File: src/rtl/fpaddsub_norm_shifter.sv
// Post-add normalizer for the single-precision add/sub path: handles carry-out with a
// 1-bit right shift and cancellation with an iterative left shift of up to SHIFT_STEP bits/cycle.
module fpaddsub_norm_shifter #(
  parameter int SHIFT_STEP = 4
) (
  input  logic        CLK,
  input  logic        RST,
  input  logic        InValid,
  output logic        InReady,
  input  logic        SgnIn,
  input  logic [7:0]  SumE,
  input  logic [26:0] Sum,
  output logic        OutValid,
  input  logic        OutReady,
  output logic        Sgn,
  output logic [8:0]  NormE,
  output logic [22:0] NormM,
  output logic        R,
  output logic        S
);

  localparam logic [1:0] ST_IDLE  = 2'd0;
  localparam logic [1:0] ST_SHIFT = 2'd1;
  localparam logic [1:0] ST_DONE  = 2'd2;

  logic [1:0]  state_q, state_d;
  logic [25:0] w_q, w_d;
  logic [8:0]  e_q, e_d;
  logic        sgn_q, sgn_d;
  logic [8:0]  norme_q, norme_d;
  logic [22:0] normm_q, normm_d;
  logic        r_q, r_d;
  logic        s_q, s_d;

  logic [8:0]  eeff;
  logic [8:0]  lzc;
  logic [8:0]  e_lim;
  logic [8:0]  sh;
  logic [25:0] w_sh;
  logic [8:0]  e_sh;

  // Denormal inputs carry exponent field 0 but scale like exponent 1.
  assign eeff = (SumE == 8'd0) ? 9'd1 : {1'b0, SumE};

  // Highest set bit wins since the loop walks upward.
  always_comb begin
    lzc = 9'd26;
    for (int i = 0; i < 26; i++) begin
      if (w_q[i]) lzc = 9'(25 - i);
    end
  end

  assign e_lim = e_q - 9'd1;

  always_comb begin
    sh = 9'(SHIFT_STEP);
    if (lzc < sh) sh = lzc;
    if (e_lim < sh) sh = e_lim;
  end

  assign w_sh = w_q << sh;
  assign e_sh = e_q - sh;

  always_comb begin
    state_d = state_q;
    w_d     = w_q;
    e_d     = e_q;
    sgn_d   = sgn_q;
    norme_d = norme_q;
    normm_d = normm_q;
    r_d     = r_q;
    s_d     = s_q;
    case (state_q)
      ST_IDLE: begin
        if (InValid) begin
          sgn_d = SgnIn;
          w_d   = Sum[25:0];
          e_d   = eeff;
          if (Sum == 27'd0) begin
            norme_d = 9'd0;
            normm_d = 23'd0;
            r_d     = 1'b0;
            s_d     = 1'b0;
            state_d = ST_DONE;
          end else if (Sum[26]) begin
            norme_d = eeff + 9'd1;
            normm_d = Sum[25:3];
            r_d     = Sum[2];
            s_d     = Sum[1] | Sum[0];
            state_d = ST_DONE;
          end else if (Sum[25]) begin
            norme_d = eeff;
            normm_d = Sum[24:2];
            r_d     = Sum[1];
            s_d     = Sum[0];
            state_d = ST_DONE;
          end else begin
            state_d = ST_SHIFT;
          end
        end
      end
      ST_SHIFT: begin
        w_d = w_sh;
        e_d = e_sh;
        // Exit either normalized or pinned at the minimum exponent (denormal result).
        if (w_sh[25] || (e_sh == 9'd1)) begin
          norme_d = w_sh[25] ? e_sh : 9'd0;
          normm_d = w_sh[24:2];
          r_d     = w_sh[1];
          s_d     = w_sh[0];
          state_d = ST_DONE;
        end
      end
      ST_DONE: begin
        if (OutReady) state_d = ST_IDLE;
      end
      default: state_d = ST_IDLE;
    endcase
  end

  always_ff @(posedge CLK) begin
    if (RST) begin
      state_q <= ST_IDLE;
      w_q     <= 26'd0;
      e_q     <= 9'd0;
      sgn_q   <= 1'b0;
      norme_q <= 9'd0;
      normm_q <= 23'd0;
      r_q     <= 1'b0;
      s_q     <= 1'b0;
    end else begin
      state_q <= state_d;
      w_q     <= w_d;
      e_q     <= e_d;
      sgn_q   <= sgn_d;
      norme_q <= norme_d;
      normm_q <= normm_d;
      r_q     <= r_d;
      s_q     <= s_d;
    end
  end

  assign InReady  = (state_q == ST_IDLE);
  assign OutValid = (state_q == ST_DONE);
  assign Sgn      = sgn_q;
  assign NormE    = norme_q;
  assign NormM    = normm_q;
  assign R        = r_q;
  assign S        = s_q;

endmodule

File: config.mk
export PLATFORM = sky130hd
export DESIGN_NAME = fpaddsub_norm_shifter
export DESIGN_NICKNAME = d
export VERILOG_FILES = /design/src/rtl/fpaddsub_norm_shifter.sv
export SDC_FILE = /design/constraint.sdc
export NUM_CORES = 1
export LEC_CHECK = 0
export BUFFER_PORTS_ARGS = -buffer_cell sky130_fd_sc_hd__buf_2
export CORE_MARGIN = 2
export CORE_UTILIZATION = 63
export DETAILED_ROUTE_END_ITERATION = 8
export PLACE_DENSITY = 0.95
export SLEW_MARGIN = 20
export SYNTH_ARGS = -nofsm -noshare
export SYNTH_HDL_FRONTEND = slang
export SYNTH_SLANG_ARGS = --single-unit
File: constraint.sdc
create_clock -name CLK -period 11.55 [get_ports CLK]
set_input_delay 0.5775 -clock CLK [delete_from_list [all_inputs] [get_ports CLK]]
set_output_delay 0.5775 -clock CLK [all_outputs]
set_load 0.01 [all_outputs]
# After elaboration in Yosys (flattened, before gate mapping)
# Index checks and enable logic that the tools add are counted.
[word_totals]
ff_bits = 72
input_bits = 40
output_inout_bits = 37
wordCells = 96
[classes]
add_sub_neg = 3
order_cmp = 2
n_eq_ne = 7
n_shift = 1
muxes = 65
bitwise = 1
reduce_logical = 9
[ops]
columns = ["operator", "n"]
rows = [
  ["$mux W9", 34],
  ["$mux W23", 5],
  ["$pmux W26 S2", 1],
  ["$pmux W23 S2", 1],
  ["$pmux W9 S2", 2],
  ["$logic_not A27 Y1", 1],
  ["$mux W26", 1],
  ["$shl A26 B9 Y26", 1],
  ["$mux W2", 7],
  ["$mux W1", 10],
  ["$add A8 B1 Y9 const B", 1],
  ["$eq A9 B1 Y1 const B", 1],
  ["$lt A9 B3 Y1 const B", 1],
  ["$lt A9 B9 Y1", 1],
  ["$sub A9 B1 Y9 const B", 1],
  ["$sub A9 B9 Y9", 1],
  ["$logic_not A8 Y1", 1],
  ["$mux W8", 1],
  ["$pmux W2 S3", 1],
  ["$ne A2 B2 Y1 const B", 2],
  ["$ne A4 B1 Y1 const B", 1],
  ["$pmux W1 S2", 2],
  ["$reduce_and A2 Y1", 2],
  ["$reduce_and A4 Y1", 1],
  ["other kinds (8)", 8],
]

# Logic depth before layout (Yosys ltp)
# Gate-level depths: netlist (run 1).
[depth]
depth_word = 35
mapped_depth = 27
ltp_nobuf = 23

# Least setup slack after synthesis (run 1)
# OpenSTA, ideal clock, no wires.
[synth_path]
kind = "register to register"
start = "register e_q[0]"
end = "register normm_q[12] (netlist: NormM[12])"
setup_time_ns = 0.140
arrival_ns = 5.254
required_time_ns = 11.410
path_slack_ns = 6.155
path_stages_with_launch = 26
n_path_buf = 2
period_less_slack_ns = 5.395
cell_sequence = "dfxtp_1 -> inv_1 -> ha_1 -> xnor2_1 -> inv_1 -> ha_1 -> a211oi_1 -> o31ai_1 -> a2111oi_2 -> o22ai_4 -> inv_2 -> clkbuf_1 -> ha_1 -> inv_1 -> fa_1 -> nand2_1 -> nand2_1 -> a21oi_1 -> xnor2_1 -> or4_1 -> nor4_1 -> a31o_2 -> a211oi_4 -> nor3_2 -> buf_6 -> o32ai_2"
[synth_between]
elab_chain_len = 8
word_cells_on_any_way = 11
classes_between = "add/sub: 2; order compare: 1; eq/ne: 2; shift: 1; mux: 3; reduce/logical: 2"
[synth_lines]
columns = ["element", "line_no", "source"]
rows = [
  ["from (decl)", "28", "logic [8:0] e_q, e_d;"],
  ["from (signal assigned)", "125", "e_q <= 9'd0;"],
  ["from (signal assigned)", "134", "e_q <= e_d;"],
  ["$sub A9 B1 Y9", "53", "assign e_lim = e_q - 9'd1;"],
  ["$lt A9 B9 Y1", "58", "if (e_lim < sh) sh = e_lim;"],
  ["$mux W9", "58", ""],
  ["$sub A9 B9 Y9", "62", "assign e_sh = e_q - sh;"],
  ["$eq A9 B1 Y1", "106", "if (w_sh[25] || (e_sh == 9'd1)) begin"],
  ["$logic_or A1 B1 Y1", "106", ""],
  ["$ne A2 B2 Y1 (no source line)", "n/a", ""],
  ["$reduce_and A4 Y1 (no source line)", "n/a", ""],
  ["to (signal assigned)", "137", "normm_q <= normm_d;"],
  ["to (decl)", "31", "logic [22:0] normm_q, normm_d;"],
]
# Several ways; a longest one is shown, not always the timed one. The select of a mux whose other input is x is not followed.
# A chain may end at the register's enable or synchronous reset.

# Worst setup path in the final report (run 1)
[layout_path]
start = "register e_q[1]"
end = "register norme_q[3] (netlist: NormE[3])"
[layout_between]
elab_chain_len = 8
word_cells_on_any_way = 12
classes_between = "add/sub: 2; order compare: 1; eq/ne: 2; shift: 1; mux: 4; reduce/logical: 2"
[layout_lines]
columns = ["element", "line_no", "source"]
rows = [
  ["$sub A9 B1 Y9", "53", ""],
  ["$lt A9 B9 Y1", "58", ""],
  ["$mux W9", "58", ""],
  ["$sub A9 B9 Y9", "62", ""],
  ["$eq A9 B1 Y1", "106", ""],
  ["$logic_or A1 B1 Y1", "106", ""],
  ["$ne A2 B2 Y1 (no source line)", "n/a", ""],
  ["$reduce_and A4 Y1 (no source line)", "n/a", ""],
  ["to (signal assigned)", "136", "norme_q <= norme_d;"],
  ["to (decl)", "30", "logic [8:0] norme_q, norme_d;"],
]
# Several ways; a longest one is shown, not always the timed one. The select of a mux whose other input is x is not followed.

==> impl_metrics.py, run 1 <==
metrics = {
    "outcome": {
        "status": "finished, final reports clean",
    },
    "floorplanning": {
        "start_util_pct": 65.6,
        "die_h_um": 96.7,
        "die-area_um2": 9350,
        "rows": 33,
        "fp.coreArea_um2": 8260,
        "io_pins": 77,
        "die_x_um": 96.7,
    },
    "worst_hold_path": {
        "min_path_type": "in2reg",
        "hold-path-cell-count": 3,
        "worstHoldStart": "SgnIn",
        "hold_end": "Sgn$_SDFFE_PP0P_",
    },
    "logic_synthesis": {
        "ys.warnings.count": 0,
        "synth_cell_types": 72,
        "synth-seq-area-share_pct": 26.6,
        "syn_avg_cell_area_um2": 7.95,
        "synth_cells": 681,
        "ys_ff_latch": 72,
        "synth_flop_cell": "dfxtp_1",
        "synth_edf_count": 0,
        "netlist_area_um2": 5420,
        "async_reset_ff_share_pct": 0,
    },
    "cts": {
        "cts_sinks": 72,
        "cts_resized": 0,
        "clk_pin_slew_worst_paths_ns": 0.09,
        "cts_root_buffer": "clkbuf_8",
        "numCtsBuffers": 9,
        "cts_hold_buf": 0,
        "insertion_delay_ns": 0.36,
        "htree_levels": 3,
        "clk_path_buf_depth": 2,
        "post_cts_buffers": 0,
        "cts_tree": "yes",
    },
    "final_layout": {
        "multiInputGateArea_um2": 3590,
        "final_common_cell": "a21oi_1",
        "fin_nets": 769,
        "area_growth_pct": 9.61,
        "final_cell_mix": "76 x a21oi_1, 75 x buf_2, 72 x dfxtp_1",
        "drive_gt1_share_pct": 21.2,
        "nFillCells": 603,
        "ff_latch_area_um2": 1440,
        "n_antenna_cell": 0,
    },
    "detailed_routing": {
        "drc": 0,
        "routed_wl_um": 18900,
        "vias_per_cell": 7.44,
        "first_pass_iters": 6,
        "drtIter0Drc": 915,
        "detail-route-antenna-nets": 0,
        "detail_route.wl_per_cell_um": 22.8,
        "vias": 6178,
    },
    "sta": {
        "slew-limit-headroom_pct": 23.6,
        "min_period_over_period_pct": 61.2,
        "slew_violations": 0,
        "fin_tns_setup_ns": 0,
        "hold_viol": 0,
        "tightest_slew_ns": 1.14,
        "min_period_ns": 7.07,
        "hold_slack_ns": 0.491,
        "setup_violations": 0,
        "max_freq_mhz": 141,
        "skew_ns": 0.0127,
        "rsz0062_at_grt": "no",
    },
    "global_routing": {
        "grt_max_degree": 91,
        "track_usage_pct": 38.7,
        "grt_pass1_vias": 5697,
        "grt_pass1_wl_um": 29800,
        "antenna_found_initial": 0,
        "grt-ovfl-total": 0,
    },
    "power_and_ir_drop": {
        "switching_share_pct": 43.6,
        "p_sw_w": 0.000408,
        "powerDensity_nw_per_um2": 158,
        "p_comb_share_pct": 44.3,
        "clkPwrFrac_pct": 22.4,
        "power_frac_seq_pct": 33.3,
        "p_leak_nw": 2.38,
        "p_int_w": 0.000527,
        "peakVddDrop_mv": 0.0990,
    },
    "critical_path": {
        "worstPathMaxFanout": 32,
        "r2r_end": "NormE[3]$_SDFFE_PP0P_",
        "required_ns": 11.74,
        "path_cells": "inv_1 > ha_1 > xnor2_1 > inv_1 > ha_1 > a211oi_1 > o31ai_1 > a211oi_1 > buf_4 > nand3_1 > nand2_1 > inv_2 > ha_1 > nor2b_1 > o21ai_0 > a21oi_1 > nor3b_1 > xnor2_1 > nor4_1 > a31o_2 > a211oi_4 > nor3_4 > buf_4 > a311oi_1",
        "reg2reg_from": "e_q[1]$_SDFFE_PP0P_",
        "startpoint_type": "flop",
        "cp_slowest_stage_delay_ns": 0.85,
        "crit_type": "reg2reg",
        "path_delay_family": "simple AND/OR/NAND/NOR gates",
        "r2r_slack_ns": 4.48,
        "crit_top_cell": "ha_1",
        "rr_worst_depth": 24,
        "crit_path_end_kind": "flop",
        "arrival_ns": 7.26,
        "cp_slowest_cell": "nand2_1",
        "worst-path-buf-inv": 5,
    },
    "placed_design": {
        "port_buffers": 76,
        "gp_congestion": 1.02,
        "place_hpwl_um": 12600,
    },
    "job": {
        "drv_cap": 0,
    },
}
## worst min-delay path, cell delays in order
cell and delay (ns):
buf_2 0.10, nand2_1 0.05, a21oi_1 0.07
## state kept, by name (all words and copies together) (netlist names)
| signal | cells |
|---|---|
| NormE | 9 |
| NormM | 23 |
| R | 1 |
| S | 1 |
| Sgn | 1 |
| e_q | 9 |
| state_q | 2 |
| w_q | 26 |
## synthesized netlist by cell type, drive strengths merged (4+ instances only)
cell / count / share of area [%]
xor2: 5 / 0.81
a21oi: 76 / 7.0
o22ai: 24 / 3.0
xnor2: 10 / 1.6
and3: 6 / 0.69
nor2b: 4 / 0.46
clkbuf: 40 / 2.8
nand2: 70 / 4.9
nand3: 26 / 2.4
dfxtp: 72 / 27
nor4: 11 / 1.3
o21ai: 18 / 1.7
mux2i: 46 / 8.5
buf: 15 / 1.9
a221oi: 5 / 0.81
mux2: 6 / 1.2
and2: 4 / 0.46
ha: 8 / 1.8
o22a: 4 / 0.65
a22oi: 8 / 1.1
a211oi: 27 / 5.0
a311oi: 10 / 1.6
o32ai: 18 / 5.4
o221a: 4 / 0.83
nor2: 34 / 2.4
nor3: 30 / 3.0
inv: 40 / 2.8
## how the worst max path moves through the flow
stage | startpoint | endpoint | slack [ns] | depth (start not counted)
finish | e_q[1]$_SDFFE_PP0P_ | NormE[3]$_SDFFE_PP0P_ | 4.48 | 24
global route | e_q[0]$_SDFFE_PP0P_ | NormE[3]$_SDFFE_PP0P_ | 4.02 | 24
CTS | e_q[1]$_SDFFE_PP0P_ | NormM[3]$_SDFFE_PP0P_ | 4.37 | 23
floorplan | e_q[0]$_SDFFE_PP0P_ | NormM[12]$_SDFFE_PP0P_ | 6.16 | 25
global placement | e_q[1]$_SDFFE_PP0P_ | NormM[9]$_SDFFE_PP0P_ | 4.62 | 23
detailed placement | e_q[1]$_SDFFE_PP0P_ | NormM[9]$_SDFFE_PP0P_ | 4.34 | 23
## stage by stage
stage	setup WS [ns]	power, W	utilization (%)	std cells	cell area [um2]
detailed placement	4.34	0.000707	69.4	814	5730
finish	4.48	0.000935	71.9	830	5940
floorplan	6.16	0.000608	-	682	5420
global route	4.02	0.000967	71.9	830	5940
global placement	4.62	0.000691	69.4	814	5730
CTS	4.37	0.000916	71.8	830	5930
## power groups by stage
stage	combinational [W]	clock, W	sequential, W
3_5_place_dp	0.000394	0	0.000313
4_1_cts	0.000400	0.000207	0.000309
2_1_floorplan	0.000300	0	0.000308
3_3_place_gp	0.000380	0	0.000312
5_1_grt	0.000441	0.000214	0.000313
6_report	0.000415	0.000209	0.000311
## layout make-up
cell class              instances  area share [%]
repair buffers                 82            7.21
multi-input cells             515            60.4
well taps                     105            2.21
flip-flops and latches         72            24.3
clock buffers                  10            2.15
inverters                      40            2.53
clock inverters                 6            1.18
## per-layer routing
layer / vias to the layer above / wire, um / track usage [%] / share of wire [%]
met5: - / 0 / 0 / 0
met4: 0 / 839 / 16.1 / 4.4
met3: 108 / 2310 / 7.66 / 12
met2: 530 / 8640 / 61.2 / 46
met1: 2913 / 7160 / 51.8 / 38
li1: 2627 / - / - / -
## cells by family after synthesis
| logic type | after synthesis | share of synthesized area (%) |
|---|---|---|
| muxes | 52 | 9.75 |
| DFF | 72 | 26.6 |
| other | 1 | 0.0692 |
| AOI/OAI and AO/OA | 232 | 33.2 |
| buffers and inverters | 95 | 7.44 |
| adders and majority gates | 9 | 2.22 |
| and+or+nand+nor | 205 | 18.3 |
| xor gates and xnor gates | 15 | 2.43 |
(Power assumes the default switching activity.)
==> inputs of run 2 (changes only) <==
--- a/config.mk
+++ b/config.mk
@@ -7,9 +7,9 @@
 export LEC_CHECK = 0
 export BUFFER_PORTS_ARGS = -buffer_cell sky130_fd_sc_hd__buf_2
 export CORE_MARGIN = 2
-export CORE_UTILIZATION = 63
+export CORE_UTILIZATION = 59
 export DETAILED_ROUTE_END_ITERATION = 8
-export PLACE_DENSITY = 0.95
+export PLACE_DENSITY = 0.93
 export SLEW_MARGIN = 20
 export SYNTH_ARGS = -nofsm -noshare
 export SYNTH_HDL_FRONTEND = slang
==> constraint.sdc (replaced) <==
create_clock -name CLK -period 7.1 [get_ports CLK]
set_input_delay 0.355 -clock CLK [delete_from_list [all_inputs] [get_ports CLK]]
set_output_delay 0.355 -clock CLK [all_outputs]
set_load 0.01 [all_outputs]
==> impl_metrics.py, run 2 (synthesis gave the netlist of run 1 again) <==
metrics = {
    "critical_path": {
        "path_cells": "inv_1 > ha_1 > xnor2_1 > inv_1 > ha_1 > a211oi_1 > o31ai_1 > a211oi_1 > buf_4 > nand3_1 > nand2_1 > inv_2 > ha_1 > nor2b_1 > o21ai_0 > a21oi_1 > nor3b_1 > xnor2_1 > nor4_1 > a31o_2 > a211oi_4 > nor3_4 > buf_12 > o32ai_2",
        "crit_path_end": "NormM[18]$_SDFFE_PP0P_",
        "crit_type": "reg2reg",
        "cp_slowest_cell": "nor3_4",
        "rr_worst_depth": 24,
        "cp_slowest_stage_delay_ns": 0.51,
        "required_ns": 7.30,
        "worstPathMaxFanout": 24,
        "crit_top_cell": "ha_1",
        "arrival_ns": 6.40,
        "crit_start": "e_q[0]$_SDFFE_PP0P_",
        "reg2reg_from": "e_q[0]$_SDFFE_PP0P_",
        "crit_path_end_kind": "flop",
        "r2r_end": "NormM[18]$_SDFFE_PP0P_",
        "startpoint_type": "flop",
        "r2r_slack_ns": 0.90,
    },
    "sta": {
        "slew-limit-headroom_pct": 21.5,
        "hold_slack_ns": 0.241,
        "fin_tns_setup_ns": 0,
        "slew_violations": 0,
        "hold_viol": 0,
        "tightest_slew_ns": 1.17,
        "rsz0062_at_grt": "no",
        "skew_ns": 0.0117,
        "max_freq_mhz": 161,
        "min_period_over_period_pct": 87.3,
        "min_period_ns": 6.20,
        "setup_violations": 0,
    },
    "detailed_routing": {
        "drtIter0Drc": 1003,
        "detail_route.wl_per_cell_um": 21.2,
        "vias": 5878,
        "drc": 0,
        "routed_wl_um": 17700,
        "detail-route-antenna-nets": 0,
        "first_pass_iters": 6,
        "vias_per_cell": 7.03,
    },
    "global_routing": {
        "antenna_found_initial": 0,
        "grt_pass1_vias": 5550,
        "grt-ovfl-total": 0,
        "track_usage_pct": 35.6,
        "grt_pass1_wl_um": 28600,
        "grt_max_degree": 91,
    },
    "final_layout": {
        "largest_register_ffs": 26,
        "fin_nets": 773,
        "n_antenna_cell": 0,
        "final_cell_mix": "76 x a21oi_1, 75 x buf_2, 72 x dfxtp_1",
        "instances_no_fill": 836,
        "nFillCells": 695,
        "top_register": "w_q",
        "final_common_cell": "a21oi_1",
        "drive_gt1_share_pct": 21.4,
        "area_growth_pct": 10.3,
    },
    "floorplanning": {
        "fp.coreArea_um2": 8810,
        "start_util_pct": 61.5,
        "die_x_um": 99.8,
        "die_h_um": 99.8,
        "io_pins": 77,
        "die-area_um2": 9960,
        "rows": 34,
    },
    "power_and_ir_drop": {
        "peakVddDrop_mv": 0.188,
        "p_leak_nw": 2.40,
        "total_power_w": 0.00151,
        "powerDensity_nw_per_um2": 254,
    },
    "cts": {
        "cts_sinks": 72,
        "cts_root_buffer": "clkbuf_8",
        "clk_path_buf_depth": 2,
        "cts_resized": 0,
        "numCtsBuffers": 9,
        "post_cts_buffers": 0,
        "htree_levels": 3,
        "insertion_delay_ns": 0.36,
        "clk_pin_slew_worst_paths_ns": 0.08,
        "cts_hold_buf": 0,
        "cts_tree": "yes",
    },
    "outcome": {
        "status": "finished, final reports clean",
    },
    "job": {
        "drv_cap": 0,
    },
    "placed_design": {
        "gp_congestion": 0.999,
        "place_inst": 821,
        "port_buffers": 76,
        "place_hpwl_um": 12800,
    },
    "worst_hold_path": {
        "worstHoldStart": "SgnIn",
        "min_path_type": "in2reg",
    },
}
## run 2: where the power goes
part	leakage, nW	total [W]	switching, W	internal [W]
sequential	0.594	0.000506	0.0000537	0.000452
clock	0.0921	0.000336	0.000174	0.000162
combinational	1.72	0.000672	0.000423	0.000249
total	2.40	0.00151	0.000650	0.000864
## run 2: worst min-delay path by stage
stage	end	slack, ns	cells after the start
after floorplan	Sgn$_SDFFE_PP0P_	0.48	2
after global placement	Sgn$_SDFFE_PP0P_	0.44	2
after detailed placement	Sgn$_SDFFE_PP0P_	0.45	2
after CTS	Sgn$_SDFFE_PP0P_	0.24	3
after global routing	Sgn$_SDFFE_PP0P_	0.24	3
final	Sgn$_SDFFE_PP0P_	0.24	3
## run 2: routing by layer
| layer | up-vias | GRT usage [%] | part of all wire, % |
|---|---|---|---|
| li1 | 2634 | - | - |
| met1 | 2736 | 49.0 | 40 |
| met2 | 437 | 55.9 | 46 |
| met3 | 71 | 7.24 | 12 |
| met4 | 0 | 11.9 | 2.7 |
| met5 | - | 0 | 0 |
## run 2: worst max-delay path, delay by kind of cell, from the launching register on
kind                       cells  cell delay [ns]
buffers and inverters          5             0.96
xor gates and xnor gates       2             0.55
AOI/OAI and AO/OA              8             1.40
DFF                            1             0.43
and+or+nand+nor                6             1.79
adders and majority gates      3             0.88
## run 2: cell type report
type | instances | area, um2 | area share [%]
Clock buffer | 9 | 124 | 2.07
Clock inverter | 6 | 67.6 | 1.13
Inverter | 40 | 150 | 2.51
Multi-Input combinational cell | 515 | 3580 | 60.0
Sequential cell | 72 | 1440 | 24.1
Tap cell | 108 | 135 | 2.26
Timing Repair Buffer | 86 | 470 | 7.88
## run 2: through the flow
stage | util, % | instance area, um2 | setup WS [ns]
finish | 67.8 | 5970 | 0.900
global route | 67.8 | 5970 | 0.365
CTS | 67.8 | 5970 | 1.03
detailed placement | 65.6 | 5780 | 1.04
global placement | 65.6 | 5780 | 1.33
floorplan | - | 5420 | 1.71
